File: config.mk
export PLATFORM = sky130hd
export DESIGN_NAME = usrt_tx_ctrl
export DESIGN_NICKNAME = d
export VERILOG_FILES = /design/src/rtl/usrt_pkg.sv /design/src/rtl/usrt_fifo.sv /design/src/rtl/usrt_tx_ctrl.sv
export SDC_FILE = /design/constraint.sdc
export NUM_CORES = 1
export LEC_CHECK = 0
export CORE_ASPECT_RATIO = 0.9
export CORE_MARGIN = 10
export CORE_UTILIZATION = 45
export CTS_BUF_LIST = sky130_fd_sc_hd__clkbuf_16
export DETAILED_ROUTE_END_ITERATION = 10
export PLACE_DENSITY = 0.67
export SLEW_MARGIN = 20
export SYNTH_ARGS = -nofsm -noshare
export SYNTH_HDL_FRONTEND = slang
export SYNTH_SLANG_ARGS = --single-unit
File: constraint.sdc
create_clock -name i_Pclk -period 2.7 [get_ports i_Pclk]
set_input_delay 0.405 -clock i_Pclk [delete_from_list [all_inputs] [get_ports i_Pclk]]
set_output_delay 0.405 -clock i_Pclk [all_outputs]
set_load 0.01 [all_outputs]
File: src/rtl/usrt_pkg.sv
// Shared constants for the USRT transmit controller: register map, bit
// positions, FSM encoding and reset defaults.
package usrt_pkg;

  localparam logic [3:0] ADDR_DATA   = 4'h0;
  localparam logic [3:0] ADDR_STATUS = 4'h4;
  localparam logic [3:0] ADDR_BAUD   = 4'h8;
  localparam logic [3:0] ADDR_CTRL   = 4'hC;

  localparam int CTRL_TXEN  = 0;
  localparam int CTRL_IRQEN = 1;
  localparam int CTRL_FLUSH = 2;

  localparam int STAT_BUSY    = 0;
  localparam int STAT_FULL    = 1;
  localparam int STAT_EMPTY   = 2;
  localparam int STAT_CNT_LSB = 4;

  localparam logic [7:0] RST_BAUD_DEF = 8'd16;
  localparam int         DRAIN_W      = 12;

  typedef enum logic [2:0] {
    S_DRAIN = 3'd0,
    S_IDLE  = 3'd1,
    S_LOAD  = 3'd2,
    S_START = 3'd3,
    S_WAIT  = 3'd4,
    S_GAP   = 3'd5
  } tx_state_e;

  // Last count value of the post-reset drain window: the window lasts
  // 10*baud+2 cycles, counting from 0.
  function automatic logic [DRAIN_W-1:0] drain_last(input logic [7:0] baud);
    return ({4'b0, baud} * 12'd10) + 12'd1;
  endfunction

endpackage

File: src/rtl/usrt_fifo.sv
// Synchronous FIFO with occupancy count and flush. Push when full and pop
// when empty are ignored; flush wins over a same-cycle push.
module usrt_fifo #(
  parameter  int DEPTH = 4,
  parameter  int WIDTH = 8,
  localparam int AW    = $clog2(DEPTH),
  localparam int CW    = $clog2(DEPTH + 1)
) (
  input  logic             i_Clk,
  input  logic             i_Rst,
  input  logic             i_Push,
  input  logic [WIDTH-1:0] i_Data,
  input  logic             i_Pop,
  input  logic             i_Flush,
  output logic [WIDTH-1:0] o_Data,
  output logic [CW-1:0]    o_Count,
  output logic             o_Full,
  output logic             o_Empty
);

  logic [WIDTH-1:0] r_mem [DEPTH];
  logic [AW-1:0]    r_wptr, r_rptr;
  logic [CW-1:0]    r_count;
  logic             w_push, w_pop;

  assign o_Full  = (r_count == CW'(DEPTH));
  assign o_Empty = (r_count == '0);
  assign o_Count = r_count;
  assign o_Data  = r_mem[r_rptr];
  assign w_push  = i_Push && !o_Full;
  assign w_pop   = i_Pop && !o_Empty;

  // Storage array; no reset needed since count gates every read.
  always_ff @(posedge i_Clk) begin
    if (w_push) r_mem[r_wptr] <= i_Data;
  end

  // Pointers and count; pointers wrap naturally because DEPTH is a power of two.
  always_ff @(posedge i_Clk or posedge i_Rst) begin
    if (i_Rst) begin
      r_wptr  <= '0;
      r_rptr  <= '0;
      r_count <= '0;
    end else if (i_Flush) begin
      r_wptr  <= '0;
      r_rptr  <= '0;
      r_count <= '0;
    end else begin
      if (w_push) r_wptr <= r_wptr + 1'b1;
      if (w_pop)  r_rptr <= r_rptr + 1'b1;
      case ({w_push, w_pop})
        2'b10:   r_count <= r_count + 1'b1;
        2'b01:   r_count <= r_count - 1'b1;
        default: r_count <= r_count;
      endcase
    end
  end

endmodule

File: src/rtl/usrt_tx_ctrl.sv
// USRT transmit controller: APB register file, Tx FIFO and the frame
// sequencer that hands one byte at a time to the Tx shift register.
module usrt_tx_ctrl
  import usrt_pkg::*;
#(
  parameter int         FIFO_DEPTH = 4,
  parameter logic [7:0] RST_BAUD   = RST_BAUD_DEF
) (
  input  logic       i_Pclk,
  input  logic       i_Rst,
  input  logic       i_Psel,
  input  logic       i_Penable,
  input  logic       i_Pwrite,
  input  logic [3:0] i_Paddr,
  input  logic [7:0] i_Pwdata,
  output logic [7:0] o_Prdata,
  output logic       o_Pready,
  output logic       o_Pslverr,
  output logic       o_Tx_Enable,
  output logic [7:0] o_Tx_Data,
  output logic [7:0] o_Baud,
  input  logic       i_Tx_Done,
  output logic       o_Irq
);

  localparam int CW = $clog2(FIFO_DEPTH + 1);

  tx_state_e          r_state, w_next;
  logic [DRAIN_W-1:0] r_drain_cnt;
  logic [7:0]         r_baud, r_tx_data;
  logic               r_txen, r_irqen;

  logic               w_acc, w_busy, w_err, w_push, w_pop, w_flush;
  logic               w_baud_we, w_ctrl_we, w_avail, w_tx_en;
  logic [7:0]         w_rdata, w_status, w_fifo_data;
  logic [CW-1:0]      w_count;
  logic [2:0]         w_cnt3;
  logic               w_full, w_empty;

  assign w_acc  = i_Psel && i_Penable;
  assign w_busy = (r_state != S_IDLE);
  assign w_cnt3 = 3'(w_count);

  always_comb begin
    w_status               = '0;
    w_status[STAT_BUSY]    = w_busy;
    w_status[STAT_FULL]    = w_full;
    w_status[STAT_EMPTY]   = w_empty;
    w_status[STAT_CNT_LSB+:3] = w_cnt3;
  end

  usrt_fifo #(.DEPTH(FIFO_DEPTH), .WIDTH(8)) u_fifo (
    .i_Clk   (i_Pclk),
    .i_Rst   (i_Rst),
    .i_Push  (w_push),
    .i_Data  (i_Pwdata),
    .i_Pop   (w_pop),
    .i_Flush (w_flush),
    .o_Data  (w_fifo_data),
    .o_Count (w_count),
    .o_Full  (w_full),
    .o_Empty (w_empty)
  );

  // APB decode: read mux, error detection and per-register write strobes.
  always_comb begin
    w_rdata   = '0;
    w_err     = 1'b0;
    w_push    = 1'b0;
    w_flush   = 1'b0;
    w_baud_we = 1'b0;
    w_ctrl_we = 1'b0;
    if (w_acc) begin
      case (i_Paddr)
        ADDR_DATA: begin
          if (i_Pwrite) begin
            if (w_full) w_err  = 1'b1;
            else        w_push = 1'b1;
          end
        end
        ADDR_STATUS: begin
          if (i_Pwrite) w_err   = 1'b1;
          else          w_rdata = w_status;
        end
        ADDR_BAUD: begin
          if (i_Pwrite) begin
            // Baud must stay stable while a frame or the drain window is live.
            if (i_Pwdata == 8'd0 || w_busy) w_err     = 1'b1;
            else                            w_baud_we = 1'b1;
          end else begin
            w_rdata = r_baud;
          end
        end
        ADDR_CTRL: begin
          if (i_Pwrite) begin
            w_ctrl_we = 1'b1;
            w_flush   = i_Pwdata[CTRL_FLUSH];
          end else begin
            w_rdata[CTRL_TXEN]  = r_txen;
            w_rdata[CTRL_IRQEN] = r_irqen;
          end
        end
        default: w_err = 1'b1;
      endcase
    end
  end

  assign o_Prdata  = w_rdata;
  assign o_Pslverr = w_err;
  assign o_Pready  = 1'b1;

  // BAUD and CTRL registers.
  always_ff @(posedge i_Pclk or posedge i_Rst) begin
    if (i_Rst) begin
      r_baud  <= RST_BAUD;
      r_txen  <= 1'b0;
      r_irqen <= 1'b0;
    end else begin
      if (w_baud_we) r_baud <= i_Pwdata;
      if (w_ctrl_we) begin
        r_txen  <= i_Pwdata[CTRL_TXEN];
        r_irqen <= i_Pwdata[CTRL_IRQEN];
      end
    end
  end

  // Look ahead at this cycle's push so a write into an idle, empty FIFO
  // reaches LOAD on the very next cycle; a same-cycle flush cancels it.
  assign w_avail = (!w_empty || w_push) && !w_flush;

  // Sequencer state, drain counter and the latched frame byte.
  always_ff @(posedge i_Pclk or posedge i_Rst) begin
    if (i_Rst) begin
      r_state     <= S_DRAIN;
      r_drain_cnt <= '0;
      r_tx_data   <= '0;
    end else begin
      r_state <= w_next;
      if (r_state == S_DRAIN) r_drain_cnt <= r_drain_cnt + 1'b1;
      if (r_state == S_LOAD)  r_tx_data   <= w_fifo_data;
    end
  end

  // Next-state logic plus the pop strobe and the one-cycle shifter start.
  always_comb begin
    w_next  = r_state;
    w_pop   = 1'b0;
    w_tx_en = 1'b0;
    case (r_state)
      S_DRAIN: if (r_drain_cnt == drain_last(r_baud)) w_next = S_IDLE;
      S_IDLE:  if (r_txen && w_avail) w_next = S_LOAD;
      S_LOAD: begin
        w_pop  = 1'b1;
        w_next = S_START;
      end
      S_START: begin
        w_tx_en = 1'b1;
        w_next  = S_WAIT;
      end
      S_WAIT:  if (i_Tx_Done) w_next = S_GAP;
      S_GAP:   w_next = S_IDLE;
      default: w_next = S_DRAIN;
    endcase
  end

  assign o_Tx_Enable = w_tx_en;
  assign o_Tx_Data   = r_tx_data;
  assign o_Baud      = r_baud;
  assign o_Irq       = r_irqen && w_empty && (r_state == S_IDLE);

endmodule
---- Yosys cells after proc, flatten, opt, wreduce, memory -nomap -nowiden ----
Memories as Yosys holds them, arrays and structs flattened. A register that Yosys moved wholly into a read port is not among the register bits.
Index checks and enable logic that the tools add are counted.
Widths: inputs -> output; s select.
cells by class
  equality and inequality tests ........... 16
  multiply operators ...................... 1
  reductions and logical operators ........ 20
  $add $sub $neg .......................... 6
  muxes and demuxes ....................... 40
operators by type and width
  kind                   number
  $add 12x1->12 const B  2
  $mux 1                 23
  $pmux 3 s6             1
  $mux 8                 2
  $eq 12x12->1           1
  $mux 3                 4
  $pmux 6 s2             1
  $mul 8x3->11 const B   1
  $mux 2                 5
  $eq 3x3->1 const B     3
  $eq 4x4->1 const B     2
  $logic_not 8->1        1
  $logic_and 1x1->1      7
  $mux 7                 1
  $eq 3x2->1 const B     2
  $logic_not 3->1        2
  $pmux 2 s3             1
  $pmux 3 s2             1
  $add 2x1->2 const B    2
  $eq 4x3->1 const B     1
  $logic_not 4->1        1
  $ne 2x2->1 const B     2
  $pmux 1 s4             1
  $reduce_bool 2->1      2
  other kinds (11)       14
word-level totals
  output and inout bits ................... 28
  bits in writable memories ............... 32
  logic and storage cells ................. 92
  flip-flop bits (word level) ............. 32
  memories kept ........................... 1
memory list
  memory        depth  width  rd ports  clocked after Yosys merged registers in  write ports  RTL line         RTL
  u_fifo.r_mem  4      8      1         1                                        1            usrt_fifo.sv:21  logic [WIDTH-1:0] r_mem [DEPTH];

---- Depth between registers and ports, before layout ----
  word-level depth ........................ 10
  gate-level depth with buffers ........... 11
  mapped depth without buffers ............ 11

---- Modules after synthesis ----
A second synthesis with hierarchy kept.
second synthesis, totals
  cells, all modules ...................... 300
  area, all modules ....................... 3812.4 um2
modules (own cells, without submodules)
  module        area each (um2)  times used  sequential area each (um2)  cells each
  usrt_tx_ctrl  2108.3           1           827.0                       195
  usrt_fifo     1704.1           1           1136.1                      105

---- Worst setup path after synthesis ----
OpenSTA, ideal clock, no wires.
  path type ............................... reg2reg
  start point ............................. register r_baud[1] (netlist: o_Baud[1])
  end point ............................... register r_state[0]
  cell stages (with the launch flop) ...... 9
  buffers on the path ..................... 0
  arrival ................................. 2244 ps
  clock period less this slack ............ 2340 ps
  setup slack ............................. 360 ps
  cell sequence ........................... dfrtp_1 > ha_1 > ha_1 > fa_1 > xor2_1 > nor4_1 > o2111a_1 > nand4_1 > o31ai_1
on the way
  cells in the longest elaborated chain, start to end .. 5
RTL lines
  item                        RTL line             RTL
  start: declaration          usrt_tx_ctrl.sv:30   logic [7:0] r_baud, r_tx_data;
  start signal: assignment    usrt_tx_ctrl.sv:119  if (w_baud_we) r_baud <= i_Pwdata;
  $mul 8x3->11                usrt_pkg.sv:34       return ({4'b0, baud} * 12'd10) + 12'd1;
  $add 12x1->12               usrt_pkg.sv:34
  $eq 12x12->1                usrt_tx_ctrl.sv:150  S_DRAIN: if (r_drain_cnt == drain_last(r_baud)) w_next = S_IDLE;
  $ne 2x1->1 (no line)        -
  $reduce_and 3->1 (no line)  -
  end signal: assignment      usrt_tx_ctrl.sv:138  r_state <= w_next;
  end: declaration            usrt_tx_ctrl.sv:28   tx_state_e r_state, w_next;
No other way between the ends.
A chain may end at the register's enable or synchronous reset.

---- Worst setup path after layout ----
  start point ............................. register r_baud[3] (netlist: o_Baud[3])
  end point ............................... register r_state[0]
The elaborated chain is that of the path after synthesis.

==> results.sh <==
export IMPL_min_path_type="in2async"
export IMPL_path_buf_inv=0
export IMPL_max_clock_freq_ghz=0.392
export IMPL_ys_types=59
export IMPL_wire_per_inst_um=18.7
export IMPL_clock_latency_ps=330
export IMPL_firstDrtPassIters=4
export IMPL_fp_dieW_um=117
export IMPL_report_final_slew_viol_count=0
export IMPL_drcViolationCount=0
export IMPL_fillers=681
export IMPL_dieArea_um2=12600
export IMPL_fin_crit_ps=2550
export IMPL_syn_nets=336
export IMPL_rsz0062_at_grt="false"
export IMPL_final_cell_mix="dfrtp_1, clkdlybuf4s50_1, edfxtp_1"
export IMPL_drt_iter0_drc=95
export IMPL_worst_setup_path_end_kind="flop"
export IMPL_n_antenna_cell=0
export IMPL_cts_sinks=72
export IMPL_numCtsBuffers=9
export IMPL_synth_area_um2=3820
export IMPL_floorplan_initialDensity=0.469
export IMPL_grt_max_degree=41
export IMPL_status="complete, no violations"
export IMPL_num_rows=31
export IMPL_cp_arrival_ps=2790
export IMPL_async_flop_share=0.556
export IMPL_dp_hpwl_um=6690
export IMPL_cp_max_fo=2
export IMPL_synthFlopType="dfrtp_1"
export IMPL_crit_chain="ha_1 -> ha_1 -> fa_1 -> xor2_1 -> nor4_2 -> o2111a_1 -> nand4_1 -> o31ai_1"
export IMPL_yosys_area_share_simple=0.142
export IMPL_syn_avg_cell_area_um2=12.8
export IMPL_syn_to_final_growth_pct=27.7
export IMPL_synth_edf_count=32
export IMPL_final_common_cell="dfrtp_1"
export IMPL_core_um2=8150
export IMPL_setup_viol=0
export IMPL_cap_violations=0
export IMPL_numPortBuffers=44
export IMPL_cp_top_family="adder cells"
export IMPL_die_h_um=107
export IMPL_path_class="reg2reg"
export IMPL_irDropWorstVdd_mv=0.344
export IMPL_fin_tns_setup_ps=0
export IMPL_synth_adder_area_share=0.0694
export IMPL_leakage_nw=2.11
export IMPL_via_per_inst=5.44
export IMPL_grt_total_usage=0.150
export IMPL_cts_clk_slew_worst_paths_ps=60
export IMPL_hold_viol=0
export IMPL_yosysSeqAreaShare=0.513
export IMPL_max_stage_delay_ps=460
export IMPL_grt_pass1_vias=2714
export IMPL_path_common_cell="ha_1"
export IMPL_syn_inst=298
export IMPL_htree_levels=3
export IMPL_grt_overflow=0
export IMPL_root_buffer="clkbuf_16"
export IMPL_p_per_area_nw_per_um2=724
export IMPL_ant_nets=0
export IMPL_vias=2612
export IMPL_nets=414
export IMPL_ios=46
export IMPL_worstMarginPinSlew_ps=625
export IMPL_layout_drive_gt1_share=0.241
export IMPL_clock_skew_ps=7.12
export IMPL_cts_buffer_depth=2
export IMPL_slew_limit_headroom=0.584
export IMPL_grt_pass1_wl_um=14500
export IMPL_antenna_found_initial=0
export IMPL_postCtsHoldBufs=0
export IMPL_yosysWarnings=0
export IMPL_synth_xor_area_frac=0.0664
export IMPL_wl_um=8960
export IMPL_synthMuxAreaShare=0.114
export IMPL_synth_top_family_by_area="simple AND/OR/NAND/NOR gates"
export IMPL_required_ps=2930
export IMPL_place_gp_congestion=0.854
export IMPL_cp_slowest_cell="fa_1"
export IMPL_tritoncts="yes"
export IMPL_final_util=0.599
export IMPL_synth_compound_area_frac=0.0710
export IMPL_worstSetupStartpointType="flop"
export IMPL_ys_ff_latch=72
export IMPL_period_share=0.945
## per-layer routing
metal,vias up,routed length [um],track usage
met4,0,112,0.0414
met2,65,3960,0.228
met5,-,0,0
met1,1291,4310,0.200
li1,1246,-,-
met3,10,572,0.0518
## synthesized netlist by cell type, drive strengths merged (3+ instances only)
library cell / instances / area share
and2b: 3 / 0.0062
xnor2: 13 / 0.030
xor2: 16 / 0.037
dfrtp: 39 / 0.26
nand3: 7 / 0.012
buf: 6 / 0.0095
mux4: 8 / 0.047
nor4: 6 / 0.014
inv: 12 / 0.012
and2: 6 / 0.0098
nor3: 5 / 0.011
nand2: 12 / 0.012
nor2b: 4 / 0.0072
o21ai: 5 / 0.0065
mux2: 20 / 0.059
a211oi: 3 / 0.0059
and3: 6 / 0.0098
a22oi: 4 / 0.0079
nor2: 26 / 0.034
edfxtp: 32 / 0.25
ha: 18 / 0.059
a21oi: 11 / 0.017
nand4: 4 / 0.010
mux2i: 3 / 0.0079
## flip-flops by register name, indices dropped and copies added, names as in the netlist
register and flops:
u_fifo.r_rptr 2, u_fifo.o_Count 3, o_Baud 8, o_Tx_Data 8
u_fifo.r_wptr 2, r_txen 1, u_fifo.r_mem 32, r_irqen 1
r_state 3, r_drain_cnt 12
## worst reg2reg max path, cell delays in order (launching register included)
cell,delay (ps)
dfrtp_1,420
ha_1,290
ha_1,230
fa_1,460
xor2_1,170
nor4_2,290
o2111a_1,250
nand4_1,130
o31ai_1,220
## repair_timing
item                       CTS  global route
resized for setup           11             1
setup endpoints to repair    9             1
hold endpoints to repair     0             0
setup buffers                0             0
pin swaps                    0             0
## cell type report
type                            instances  area [um^2]  area share
Timing Repair Buffer                   75          662       0.136
Multi-Input combinational cell        206         1790       0.366
Inverter                               12         45.0     0.00923
Sequential cell                        72         1960       0.402
Clock inverter                          7         77.6      0.0159
Tap cell                               99          124      0.0254
Clock buffer                            9          225      0.0461
## cell families after synthesis
group | Yosys count
AND/OR/NAND/NOR | 87
flip-flops | 72
AO/OA/AOI/OAI | 38
multiplexers | 31
XOR/XNOR | 29
adder cells (fa/ha/maj) | 20
buffers and inverters | 20
other | 1
## path summary, 6_finish.rpt
kind / start / endpoint / slack, ps / depth (start not counted)
max: o_Baud[3] / r_state[0] / 150 / 8
min: i_Rst / r_drain_cnt[11] / 510 / 3
max reg2reg: o_Baud[3] / r_state[0] / 150 / 8
min reg2reg: o_Tx_Data[4] / o_Tx_Data[4] / 510 / 1
max in group asynchronous: i_Rst / u_fifo.o_Count[2] / 1790 / 3
min in group i_Pclk: o_Tx_Data[4] / o_Tx_Data[4] / 510 / 1
## through the flow
step	std cells	total power [mW]	setup slack, ps	area (um^2)	hold slack, ps
2_1_floorplan	298	1.99	360	3820	481
3_3_place_gp	464	2.32	-107	4580	489
3_5_place_dp	464	2.35	-147	4580	505
4_1_cts	480	3.55	128	4880	515
5_1_grt	480	3.71	9.61	4880	526
6_report	480	3.53	149	4880	506
## power by group
part	leakage (nW)	internal, mW	switching, mW
Clock	0.147	0.725	0.477
Sequential	0.814	1.27	0.172
Combinational	1.15	0.479	0.413
(Power assumes the default switching activity.)
